$ cat src/rtl/svm_pkg.sv
// Shared constants for the SVM decision datapath: FSM encoding, Q8.8 word geometry, sizing helper.
// No logic of its own; imported by svm_mac and svm_decision_acc.
package svm_pkg;

    localparam logic [1:0] ST_IDLE  = 2'd0;
    localparam logic [1:0] ST_ACCUM = 2'd1;
    localparam logic [1:0] ST_BIAS  = 2'd2;
    localparam logic [1:0] ST_DONE  = 2'd3;

    localparam int FRAC_BITS = 8;
    localparam int Q88_W     = 2 * FRAC_BITS;

    function automatic int clog2(input int value);
        int r;
        r = 0;
        while ((1 << r) < value) r++;
        return r;
    endfunction

endpackage

$ cat src/rtl/svm_mac.sv
// Registered signed x unsigned multiply-accumulate with synchronous clear and enable.
// Latency 1 cycle from operands to acc; no backpressure, en gates the update.
module svm_mac
    import svm_pkg::*;
#(
    parameter int W     = Q88_W,
    parameter int ACC_W = 40
) (
    input  logic             clk,
    input  logic             rst,
    input  logic             clr,
    input  logic             en,
    input  logic [W-1:0]     a,
    input  logic [W-1:0]     b,
    output logic [ACC_W-1:0] acc
);

    localparam int PROD_W = 2 * W + 1;

    logic signed [PROD_W-1:0] prod;
    logic        [ACC_W-1:0]  prod_ext;

    // b is unsigned: a zero MSB keeps the signed multiply exact.
    assign prod     = $signed(a) * $signed({1'b0, b});
    assign prod_ext = {{(ACC_W - PROD_W){prod[PROD_W-1]}}, prod};

    always_ff @(posedge clk) begin
        if (rst || clr) begin
            acc <= '0;
        end else if (en) begin
            acc <= acc + prod_ext;
        end
    end

endmodule

$ cat src/rtl/svm_decision_acc.sv
// SVM decision stage: sum of alpha*kernel over NUM_OF_SV samples plus bias, giving a Q16.16 score and class.
// Latency: dec_valid two cycles after the last accepted sample; decision held until dec_ready.
module svm_decision_acc
    import svm_pkg::*;
#(
    parameter int XLEN_PIXEL = 8,
    parameter int NUM_OF_SV  = 10,
    parameter int ACC_W      = 40,
    parameter int CNT_W      = 4
) (
    input  logic                    clk,
    input  logic                    rst,
    input  logic                    start,
    input  logic                    k_valid,
    input  logic [2*XLEN_PIXEL-1:0] k_data,
    input  logic [2*XLEN_PIXEL-1:0] alpha,
    input  logic [2*XLEN_PIXEL-1:0] bias,
    output logic                    k_ready,
    output logic                    dec_valid,
    input  logic                    dec_ready,
    output logic [ACC_W-1:0]        dec_score,
    output logic                    dec_class,
    output logic                    busy
);

    localparam int             W        = 2 * XLEN_PIXEL;
    localparam logic [CNT_W-1:0] LAST_CNT = CNT_W'(NUM_OF_SV - 1);
    localparam logic [W-1:0]   ONE_Q88  = W'(1 << FRAC_BITS);

    if (NUM_OF_SV < 1) begin : g_chk_nsv
        $error("NUM_OF_SV must be at least 1");
    end
    if (ACC_W < 4 * XLEN_PIXEL + 2 + clog2(NUM_OF_SV)) begin : g_chk_acc
        $error("ACC_W too narrow for NUM_OF_SV products");
    end
    if ((1 << CNT_W) <= NUM_OF_SV) begin : g_chk_cnt
        $error("CNT_W too narrow for NUM_OF_SV");
    end

    logic [1:0]       state;
    logic [CNT_W-1:0] cnt;
    logic [ACC_W-1:0] acc;
    logic [ACC_W-1:0] score_hold;
    logic             accept;
    logic             mac_clr;
    logic             mac_en;
    logic [W-1:0]     mac_a;
    logic [W-1:0]     mac_b;

    assign k_ready = (state == ST_ACCUM);
    assign accept  = k_valid && k_ready;
    assign mac_clr = (state == ST_IDLE) && start;
    assign mac_en  = accept || (state == ST_BIAS);

    // Bias reuses the multiplier: bias * 1.0 in Q8.8 is exactly bias <<< FRAC_BITS.
    assign mac_a = (state == ST_BIAS) ? bias    : alpha;
    assign mac_b = (state == ST_BIAS) ? ONE_Q88 : k_data;

    svm_mac #(
        .W     (W),
        .ACC_W (ACC_W)
    ) u_mac (
        .clk (clk),
        .rst (rst),
        .clr (mac_clr),
        .en  (mac_en),
        .a   (mac_a),
        .b   (mac_b),
        .acc (acc)
    );

    always_ff @(posedge clk) begin
        if (rst) begin
            state      <= ST_IDLE;
            cnt        <= '0;
            score_hold <= '0;
        end else begin
            case (state)
                ST_IDLE: begin
                    if (start) begin
                        cnt   <= '0;
                        state <= ST_ACCUM;
                    end
                end
                ST_ACCUM: begin
                    if (accept) begin
                        cnt <= cnt + 1'b1;
                        if (cnt == LAST_CNT) state <= ST_BIAS;
                    end
                end
                ST_BIAS: state <= ST_DONE;
                default: begin
                    score_hold <= acc;
                    if (dec_ready) state <= ST_IDLE;
                end
            endcase
        end
    end

    // The accumulator is cleared by the next start, so the last score is kept separately for IDLE.
    assign dec_valid = (state == ST_DONE);
    assign dec_score = dec_valid ? acc : score_hold;
    assign dec_class = dec_valid & ~acc[ACC_W-1];
    assign busy      = (state != ST_IDLE);

endmodule

$ cat config.mk
export PLATFORM = sky130hd
export DESIGN_NAME = svm_decision_acc
export DESIGN_NICKNAME = d
export VERILOG_FILES = /design/src/rtl/svm_pkg.sv /design/src/rtl/svm_mac.sv /design/src/rtl/svm_decision_acc.sv
export SDC_FILE = /design/constraint.sdc
export NUM_CORES = 1
export LEC_CHECK = 0
export BUFFER_PORTS_ARGS = -buffer_cell sky130_fd_sc_hd__buf_2
export CORE_MARGIN = 10
export CORE_UTILIZATION = 45
export DETAILED_ROUTE_END_ITERATION = 10
export PLACE_DENSITY = 0.74
export SETUP_SLACK_MARGIN = 0.5
export SLEW_MARGIN = 10
export SYNTH_ARGS = -nofsm -noshare
export SYNTH_HDL_FRONTEND = slang
export SYNTH_HIERARCHICAL = 1
export SYNTH_SLANG_ARGS = --single-unit
$ cat constraint.sdc
create_clock -name clk -period 17.75 [get_ports clk]
set_clock_uncertainty 0.05 [all_clocks]
set_input_delay 1.775 -clock clk [delete_from_list [all_inputs] [get_ports clk]]
set_output_delay 1.775 -clock clk [all_outputs]
set_load 0.01 [all_outputs]
# Word-level counts from Yosys, hierarchy flattened
# Index checks and enable logic that the tools add are counted.
[op_classes] addsub=2 n_mul=1 n_eq_ne=7 muxes=11 n_bitwise=2 n_reduce_logical=11
[ops] op="$add A40 B40 Y40" n=1
[ops] op="$mux W40" n=1
[ops] op="$mul A16 B17 Y33" n=1
[ops] op="$mux W16" n=2
[ops] op="$mux W2" n=4
[ops] op="$mux W4" n=2
[ops] op="$pmux W4 S2" n=1
[ops] op="$pmux W2 S3" n=1
[ops] op="$add A4 B1 Y4 const B" n=1
[ops] op="$eq A2 B2 Y1 const B" n=2
[ops] op="$eq A4 B4 Y1 const B" n=1
[ops] op="$ne A2 B1 Y1 const B" n=2
[ops] op="$reduce_and A4 Y1" n=1
[ops] op="$reduce_bool A2 Y1" n=2
[ops] op="$reduce_bool A4 Y1" n=1
[ops] op="$reduce_and A3 Y1" n=1
[ops] op="$reduce_or A3 Y1" n=1
[ops] op="$eq A2 B1 Y1 const B" n=1
[ops] op="$logic_and A1 B1 Y1" n=2
[ops] op="$logic_not A2 Y1" n=1
[ops] op="$logic_or A1 B1 Y1" n=2
[ops] op="$ne A2 B2 Y1 const B" n=1
[ops] op="$and A1 B1 Y1" n=1
[ops] op="$not A1 Y1" n=1
[totals] reg_bits=86 out_inout_bits=44 wordCells=38

# Longest topological paths before layout
# Gate-level depths: netlist of run 1.
[depth] depth_word=4 mapped_depth=40 ltp_nobuf=37

# Hierarchy
# Netlist of run 1, hierarchy kept.
[by_module_without_submodules] module="svm_mac" instances=1 cells_per_inst=1442 area_each_um2=12209.2
[by_module_without_submodules] module="svm_decision_acc" instances=1 cells_per_inst=261 area_each_um2=2621.3

# Least setup slack after synthesis of run 1
# Ideal clock, no wire load.
[synth_path] path_kind="input to register" from="in k_data[9]" to="reg u_mac.acc[39]" setup_time_ns=0.116 t_arrival_ns=9.474 required_ns=17.584 slack_ns=8.110 cell_stages=32 cell_sequence="nor2b_1 -> clkbuf_1 -> nand2_1 -> fa_1 -> fa_1 -> fa_1 -> inv_1 -> ha_1 -> fa_1 -> inv_1 -> fa_1 -> inv_1 -> ha_1 -> and2_1 -> or3_1 -> o31a_1 -> a221o_1 -> a31oi_2 -> o21ai_2 -> a41oi_2 -> o21ai_2 -> xor2_1 -> ha_1 -> clkbuf_1 -> a221o_1 -> a41oi_1 -> o31ai_1 -> a2111oi_0 -> or3_1 -> xor2_1 -> a21oi_1 -> a31o_2"
[synth_between] elab_chain_len=3
[synth_rtl] item="from (decl)" line="svm_decision_acc.sv:15" source="input logic [2*XLEN_PIXEL-1:0] k_data,"
[synth_rtl] item="$mux W16" line="svm_decision_acc.sv:57" source="assign mac_b = (state == ST_BIAS) ? ONE_Q88 : k_data;"
[synth_rtl] item="$mul A16 B17 Y33" line="svm_mac.sv:24" source="assign prod = $signed(a) * $signed({1'b0, b});"
[synth_rtl] item="$add A40 B40 Y40" line="svm_mac.sv:31" source="acc <= acc + prod_ext;"
[synth_rtl] item="to (signal assigned)" line="svm_mac.sv:31"
[synth_rtl] item="to (decl)" line="svm_mac.sv:15" source="output logic [ACC_W-1:0] acc"
# No other way between the ends.
# A chain may end at the register's enable or synchronous reset.

# Final worst setup path of run 1
[layout_path] from="in k_data[9]" to="reg u_mac.acc[39]"
[layout_between] elab_chain_len=3
[layout_rtl] item="$mux W16" line="svm_decision_acc.sv:57"
[layout_rtl] item="net mac_b[9]" line="svm_decision_acc.sv:48" source="logic [W-1:0] mac_b;"
[layout_rtl] item="$mul A16 B17 Y33" line="svm_mac.sv:24"
[layout_rtl] item="$add A40 B40 Y40" line="svm_mac.sv:31"
# The timed path passes the listed nets, and every way through them passes these cells.

==> impl_metrics.yaml, run 1 <==
status:
  status: "complete, no violations"
logic_synthesis:
  post_synth_mux_area_share_pct: 9.18
  async_set_or_reset_flop_fraction_in_the_synthesized_netlist_pct: 0
  synth-warning-count: 6
  yosys-top-cells-area: "sky130_fd_sc_hd__fa_1 26%, sky130_fd_sc_hd__ha_1 15%, sky130_fd_sc_hd__dfxtp_1 12%"
  synth.yosys.seq_area_share_pct: 11.6
  synth_ff_type: "sky130_fd_sc_hd__dfxtp_1"
  gate_count_after_technology_mapping: 1703
  synth_largest_area_cell: "sky130_fd_sc_hd__fa_1"
  yosys_register_bits: 86
  synth.distinct_cells: 64
  synthesis.nets: 2123
  synth_area_per_cell_um2: 8.71
  yosys-top-cells-count: "263 x sky130_fd_sc_hd__inv_1, 195 x sky130_fd_sc_hd__fa_1, 172 x sky130_fd_sc_hd__ha_1"
  synthXorXnorAreaFrac_pct: 3.43
  netlist_area_mm2: 0.0148
  synth.most_common_cell: "sky130_fd_sc_hd__inv_1"
  simple_gate_share_of_the_synthesized_area_pct: 16.7
  count_of_flip_flops_with_a_built_in_enable_after_synthesis: 0
  synth.top_cell.area_share_pct: 26.3
  synth_top_family_by_area: "adder cells"
  synth_compound_area_share_pct: 9.75
  synth_adder_area_share_pct: 40.8
timing:
  setup-tns-final_ps: 0
  final-hold-violation-count: 0
  min_period_ps: 10200
  unrepaired_setup_endpoints_after_global_routing: "no"
  achievable-frequency_mhz: 98.0
  drv_slew: 0
  final_worst_path_cycle_share_pct: 57.5
  timing.final.ws_setup_ps: 7550
  max_slew.worst_pin.slew_ps: 1090
  setup_viol_count_final: 0
  max-slew-margin-rel_pct: 27.1
setup_path:
  crit_arrival_ps: 10390
  crit_path_start_kind: "primary input"
  critical_path.max_fanout: 16
  cp_slowest_cell: "sky130_fd_sc_hd__nor2b_2"
  critPathCaptureType: "flop"
  cp_data_required_time_ps: 17940
  path_delay_family: "adder cells"
  max_stage_delay_ps: 720
  path_class: "in -> reg"
  critical_path.most_common_cell: "sky130_fd_sc_hd__fa_1"
  cp.buffers_inverters: 6
drt:
  route.vias.total: 11800
  drt-vias-per-instance: 5.37
  detail_route.wirelength_mm: 35.3
  drt_first_pass_iters: 5
  antenna_nets_post_route: 0
  drt_drc_violations_left: 0
  routed_length_per_placed_instance_um: 16.0
  first_iter_violations: 650
floorplan:
  fp.coreArea_mm2: 0.0325
  fp-row-count: 66
  floorplan.die_area_mm2: 0.0406
  boundaryPins: 97
  die_height_um: 202
  die_w_um: 202
  initial_utilization_pct: 45.6
clocking:
  worst_skew_pair.late_latency_ps: 340
  ctsLongestPathBuffers: 2
  path_clk_slew_ps: 70
  cts_hold_buffers: 0
  htree_levels: 3
  cts.sink_count: 86
  tritoncts: "yes"
  postCtsSetupBuffers: 0
  cts_made_buffers: 9
  root_buffer: "sky130_fd_sc_hd__clkbuf_16"
  ctsResizeCount: 0
global_route:
  grt_start_max_net_pins: 57
  via_count_of_the_first_global_routing_pass: 12100
  grt_pass1_wl_mm: 59.1
  grtUsageTotal_pct: 17.2
  grt_overflow_total: 0
  antenna_violations_before_repair: 0
final_layout:
  drive_gt1_share_pct: 11.2
  filler_cell_count: 3080
  flow.area_growth_from_synthesis_pct: 8.00
  layout.nets: 2178
  antenna_cells: 0
run:
  maxCapViolations: 0
place:
  dp_hpwl_mm: 28.0
  io_buffer_count: 96
  gp_congestion: 0.923
  detailedPlace.worstSlack_ps: 6850
min_path:
  hold_path.class: "reg -> reg"
## routing by layer
| metal | wire length, um | global-route usage, % | up-vias |
|---|---|---|---|
| met1 | 15200 | 22.0 | 5872 |
| met2 | 17600 | 29.7 | 307 |
| met4 | 825 | 4.59 | 0 |
| met5 | 0 | 0 | - |
| met3 | 1640 | 2.25 | 56 |
| li1 | - | - | 5606 |
## metrics by stage
step           cell area [um2]  hold WS [ps]  utilization, %  instances
3_5_place_dp             15700           428            48.3       2189
3_3_place_gp             15700           412            48.3       2189
5_1_grt                  16000           465            49.2       2205
6_report                 16000           437            49.2       2205
2_1_floorplan            14800           399               -       1703
4_1_cts                  16000           437            49.2       2205
## kinds of logic after synthesis
group                      Yosys count
AOI/OAI and AO/OA                  224
adders and majority gates          367
DFF                                 86
buffers and inverters              332
xor gates and xnor gates            58
and+or+nand+nor                    507
muxes                              129
## final cells by class
| class | instances | area (um2) | share of cell area (%) |
|---|---|---|---|
| Multi-Input combinational cell | 1285 | 11900 | 74.0 |
| Clock buffer | 9 | 225 | 1.41 |
| Timing Repair Buffer | 111 | 593 | 3.70 |
| Inverter | 265 | 995 | 6.21 |
| Sequential cell | 86 | 1720 | 10.7 |
| Clock inverter | 7 | 72.6 | 0.453 |
| Tap cell | 442 | 553 | 3.45 |
## cell usage in the layout (no fill, tap or decap), types with 4 or more instances in the layout
cell	instances
sky130_fd_sc_hd__mux2i_1	73
sky130_fd_sc_hd__o21a_1	5
sky130_fd_sc_hd__or4_1	4
sky130_fd_sc_hd__o21bai_1	8
sky130_fd_sc_hd__o31a_1	4
sky130_fd_sc_hd__mux2_2	51
sky130_fd_sc_hd__clkbuf_16	9
sky130_fd_sc_hd__mux2_1	5
sky130_fd_sc_hd__a31oi_1	7
sky130_fd_sc_hd__a21oi_1	78
sky130_fd_sc_hd__nand2b_1	16
sky130_fd_sc_hd__inv_1	263
sky130_fd_sc_hd__nor3_1	8
sky130_fd_sc_hd__fa_1	195
sky130_fd_sc_hd__a21o_1	34
sky130_fd_sc_hd__ha_1	169
sky130_fd_sc_hd__nand4_1	8
sky130_fd_sc_hd__buf_2	96
sky130_fd_sc_hd__nor2_1	118
sky130_fd_sc_hd__o21ai_0	35
sky130_fd_sc_hd__o211ai_1	7
sky130_fd_sc_hd__buf_4	15
sky130_fd_sc_hd__o31ai_1	5
sky130_fd_sc_hd__xnor2_1	43
sky130_fd_sc_hd__nand3b_1	7
sky130_fd_sc_hd__nand2_1	167
sky130_fd_sc_hd__and3_1	5
sky130_fd_sc_hd__nor2b_1	21
sky130_fd_sc_hd__nor4_1	4
sky130_fd_sc_hd__nand3_1	12
sky130_fd_sc_hd__xor2_1	15
sky130_fd_sc_hd__a211oi_1	10
sky130_fd_sc_hd__and2_1	121
sky130_fd_sc_hd__dfxtp_1	86
## worst min-delay path: stages (launching register included)
cell and delay (ps):
sky130_fd_sc_hd__dfxtp_1 320, sky130_fd_sc_hd__o31ai_1 70, sky130_fd_sc_hd__a21oi_1 60
## state kept, by name, indices dropped and copies added, names as in the netlist
register    count
score_hold     40
state           2
cnt             4
u_mac/acc      40
## path summary, 6_finish.rpt
check                           cells after the start  startpoint             to  slack (ps)
worst max register to register                     33    state[0]  u_mac/acc[39]        7790
worst min register to register                      2      cnt[3]         cnt[3]         440
worst max-delay path                               32   k_data[9]  u_mac/acc[39]        7550
worst min-delay path                                2      cnt[3]         cnt[3]         440
Power of run 1 is left out: the tool's default activity adds up to more than one toggle a clock period on the data nets, which glitch-free logic cannot reach.
==> run 2, diff against run 1 <==
Settings changed: PLACE_DENSITY 0.74 to 0.77.
Clock period 17.75 ns to 8.4 ns, I/O delays scaled along.
==> run 2 against run 1 <==
Effect of this change:
- the run now ends with setup timing left
- final area rose by 21%
- global-route usage is 3.2 points higher
- utilization increased by 10 points
- sequential share of layout area down 1.8 points
- non-clock buffer count is 254 higher
- critical path type is now reg -> reg
- highest routed layer unchanged
==> impl_metrics.yaml, run 2 (synthesis gave the netlist of run 1 again) <==
drt:
  first_iter_violations: 1087
  route.vias.total: 13800
  drt_first_pass_iters: 5
  drt-vias-per-instance: 5.61
  drt_drc_violations_left: 0
  detail_route.wirelength_mm: 47.0
  antenna_nets_post_route: 0
  routed_length_per_placed_instance_um: 19.1
timing:
  max_slew.worst_pin.slew_ps: 1120
  setup_viol_count_final: 18
  setup-tns-final_ps: -4550
  min_period_ps: 8910
  max-slew-margin-rel_pct: 25.0
  unrepaired_setup_endpoints_after_global_routing: "yes"
  final_worst_path_cycle_share_pct: 106
  timing.final.ws_setup_ps: -513
  final-hold-violation-count: 0
  finalHoldWorstSlack_ps: 443
  drv_slew: 0
  achievable-frequency_mhz: 112
setup_path:
  cp_slowest_cell: "sky130_fd_sc_hd__fa_1"
  path_class: "reg -> reg"
  max_stage_delay_ps: 560
  timing.reg2reg.setup_slack_ps: -510
  crit_arrival_ps: 9060
  cp_data_required_time_ps: 8550
  crit_path_start_kind: "flop"
  critPathCaptureType: "flop"
  critical_path.max_fanout: 7
  critical_path.most_common_cell: "sky130_fd_sc_hd__buf_6"
final_layout:
  antenna_cells: 0
  flow.area_growth_from_synthesis_pct: 30.6
  layout.nets: 2435
  layout_top_registers: "score_hold x40, u_mac/acc x40, cnt x4"
  filler_cell_count: 2569
  multi_input_area_mm2: 0.0129
  final-seq-area_mm2: 0.00173
  most-common-layout-cells: "246 x sky130_fd_sc_hd__inv_1, 202 x sky130_fd_sc_hd__buf_4, 188 x sky130_fd_sc_hd__fa_1"
  mostFrequentLayoutCell: "sky130_fd_sc_hd__inv_1"
  drive_gt1_share_pct: 30.7
clocking:
  cts.sink_count: 86
  ctsLongestPathBuffers: 2
  cts_made_buffers: 9
  tritoncts: "yes"
  htree_levels: 3
  worst_skew_pair.late_latency_ps: 350
  path_clk_slew_ps: 70
  root_buffer: "sky130_fd_sc_hd__clkbuf_16"
floorplan:
  boundaryPins: 97
  die_height_um: 202
  die_w_um: 202
  fp-row-count: 66
  fp.coreArea_mm2: 0.0325
  floorplan.die_area_mm2: 0.0406
  initial_utilization_pct: 45.6
place:
  gp_congestion: 0.901
  detailedPlace.worstSlack_ps: -527
  dp_hpwl_mm: 31.4
  io_buffer_count: 96
global_route:
  grt_start_max_net_pins: 57
  via_count_of_the_first_global_routing_pass: 14000
  grt_pass1_wl_mm: 69.9
  antenna_violations_before_repair: 0
  grtUsageTotal_pct: 20.4
  grt_overflow_total: 0
min_path:
  hold_path.class: "reg -> reg"
status:
  violations_in_the_final_reports: "setup timing"
  status: "finished with violations"
run:
  maxCapViolations: 0
[run 2: changes by cell type in the layout (fill, tap and decap cells not counted), sizes merged, moves of 3 or more]
cell and delta:
inv -3, clkbuf +3, mux2 +3, buf +253
[run 2: worst max-delay path, delay by kind of cell (launching register included)]
family | cells | cell delay, ps
adders and majority gates | 9 | 3520
DFF | 1 | 350
AOI/OAI and AO/OA | 7 | 1550
buffers and inverters | 14 | 1360
xor gates and xnor gates | 1 | 120
and+or+nand+nor | 7 | 1200
muxes | 2 | 600
[run 2: final timing paths]
kind              cells past startpoint        endpoint            from
setup reg to reg                     40   u_mac/acc[24]        state[0]
hold / removal                        2  score_hold[25]  score_hold[25]
hold reg to reg                       2  score_hold[25]  score_hold[25]
setup / recovery                     40   u_mac/acc[24]        state[0]
[run 2: area by class of cell]
cell class                 instances  area share, %
inverter                         265           5.17
clock buffer                      12           1.38
clock inverter                     4          0.394
timing repair buffer             365           14.5
multi-input combinational       1288           66.8
sequential                        86           8.92
tap                              442           2.86
[run 2: routing by layer]
metal / track usage [%] / vias to the layer above / routed length [um]
met1: 25.1 / 6805 / 18400
met3: 3.02 / 212 / 3210
li1: - / 6115 / -
met5: 0 / - / 0
met4: 6.09 / 0 / 2510
met2: 36.0 / 676 / 22900
[run 2: per-stage QoR]
step                      cell area (um2)  instances  utilization, %
final                               19400       2462            59.5
after global placement              17200       2367            52.8
after detailed placement            17200       2367            52.8
after floorplan                     15000       1703               -
after CTS                           18700       2433            57.4
after global routing                19400       2462            59.5
[run 2: what timing repair did]
action,4_1_cts,5_1_grt
setup endpoints to repair,23,25
buffers inserted,46,28
hold buffers,0,0
pin swaps,95,101
gates resized for setup,181,105
cloned,4,1
Power of run 2 is left out for the same reason.
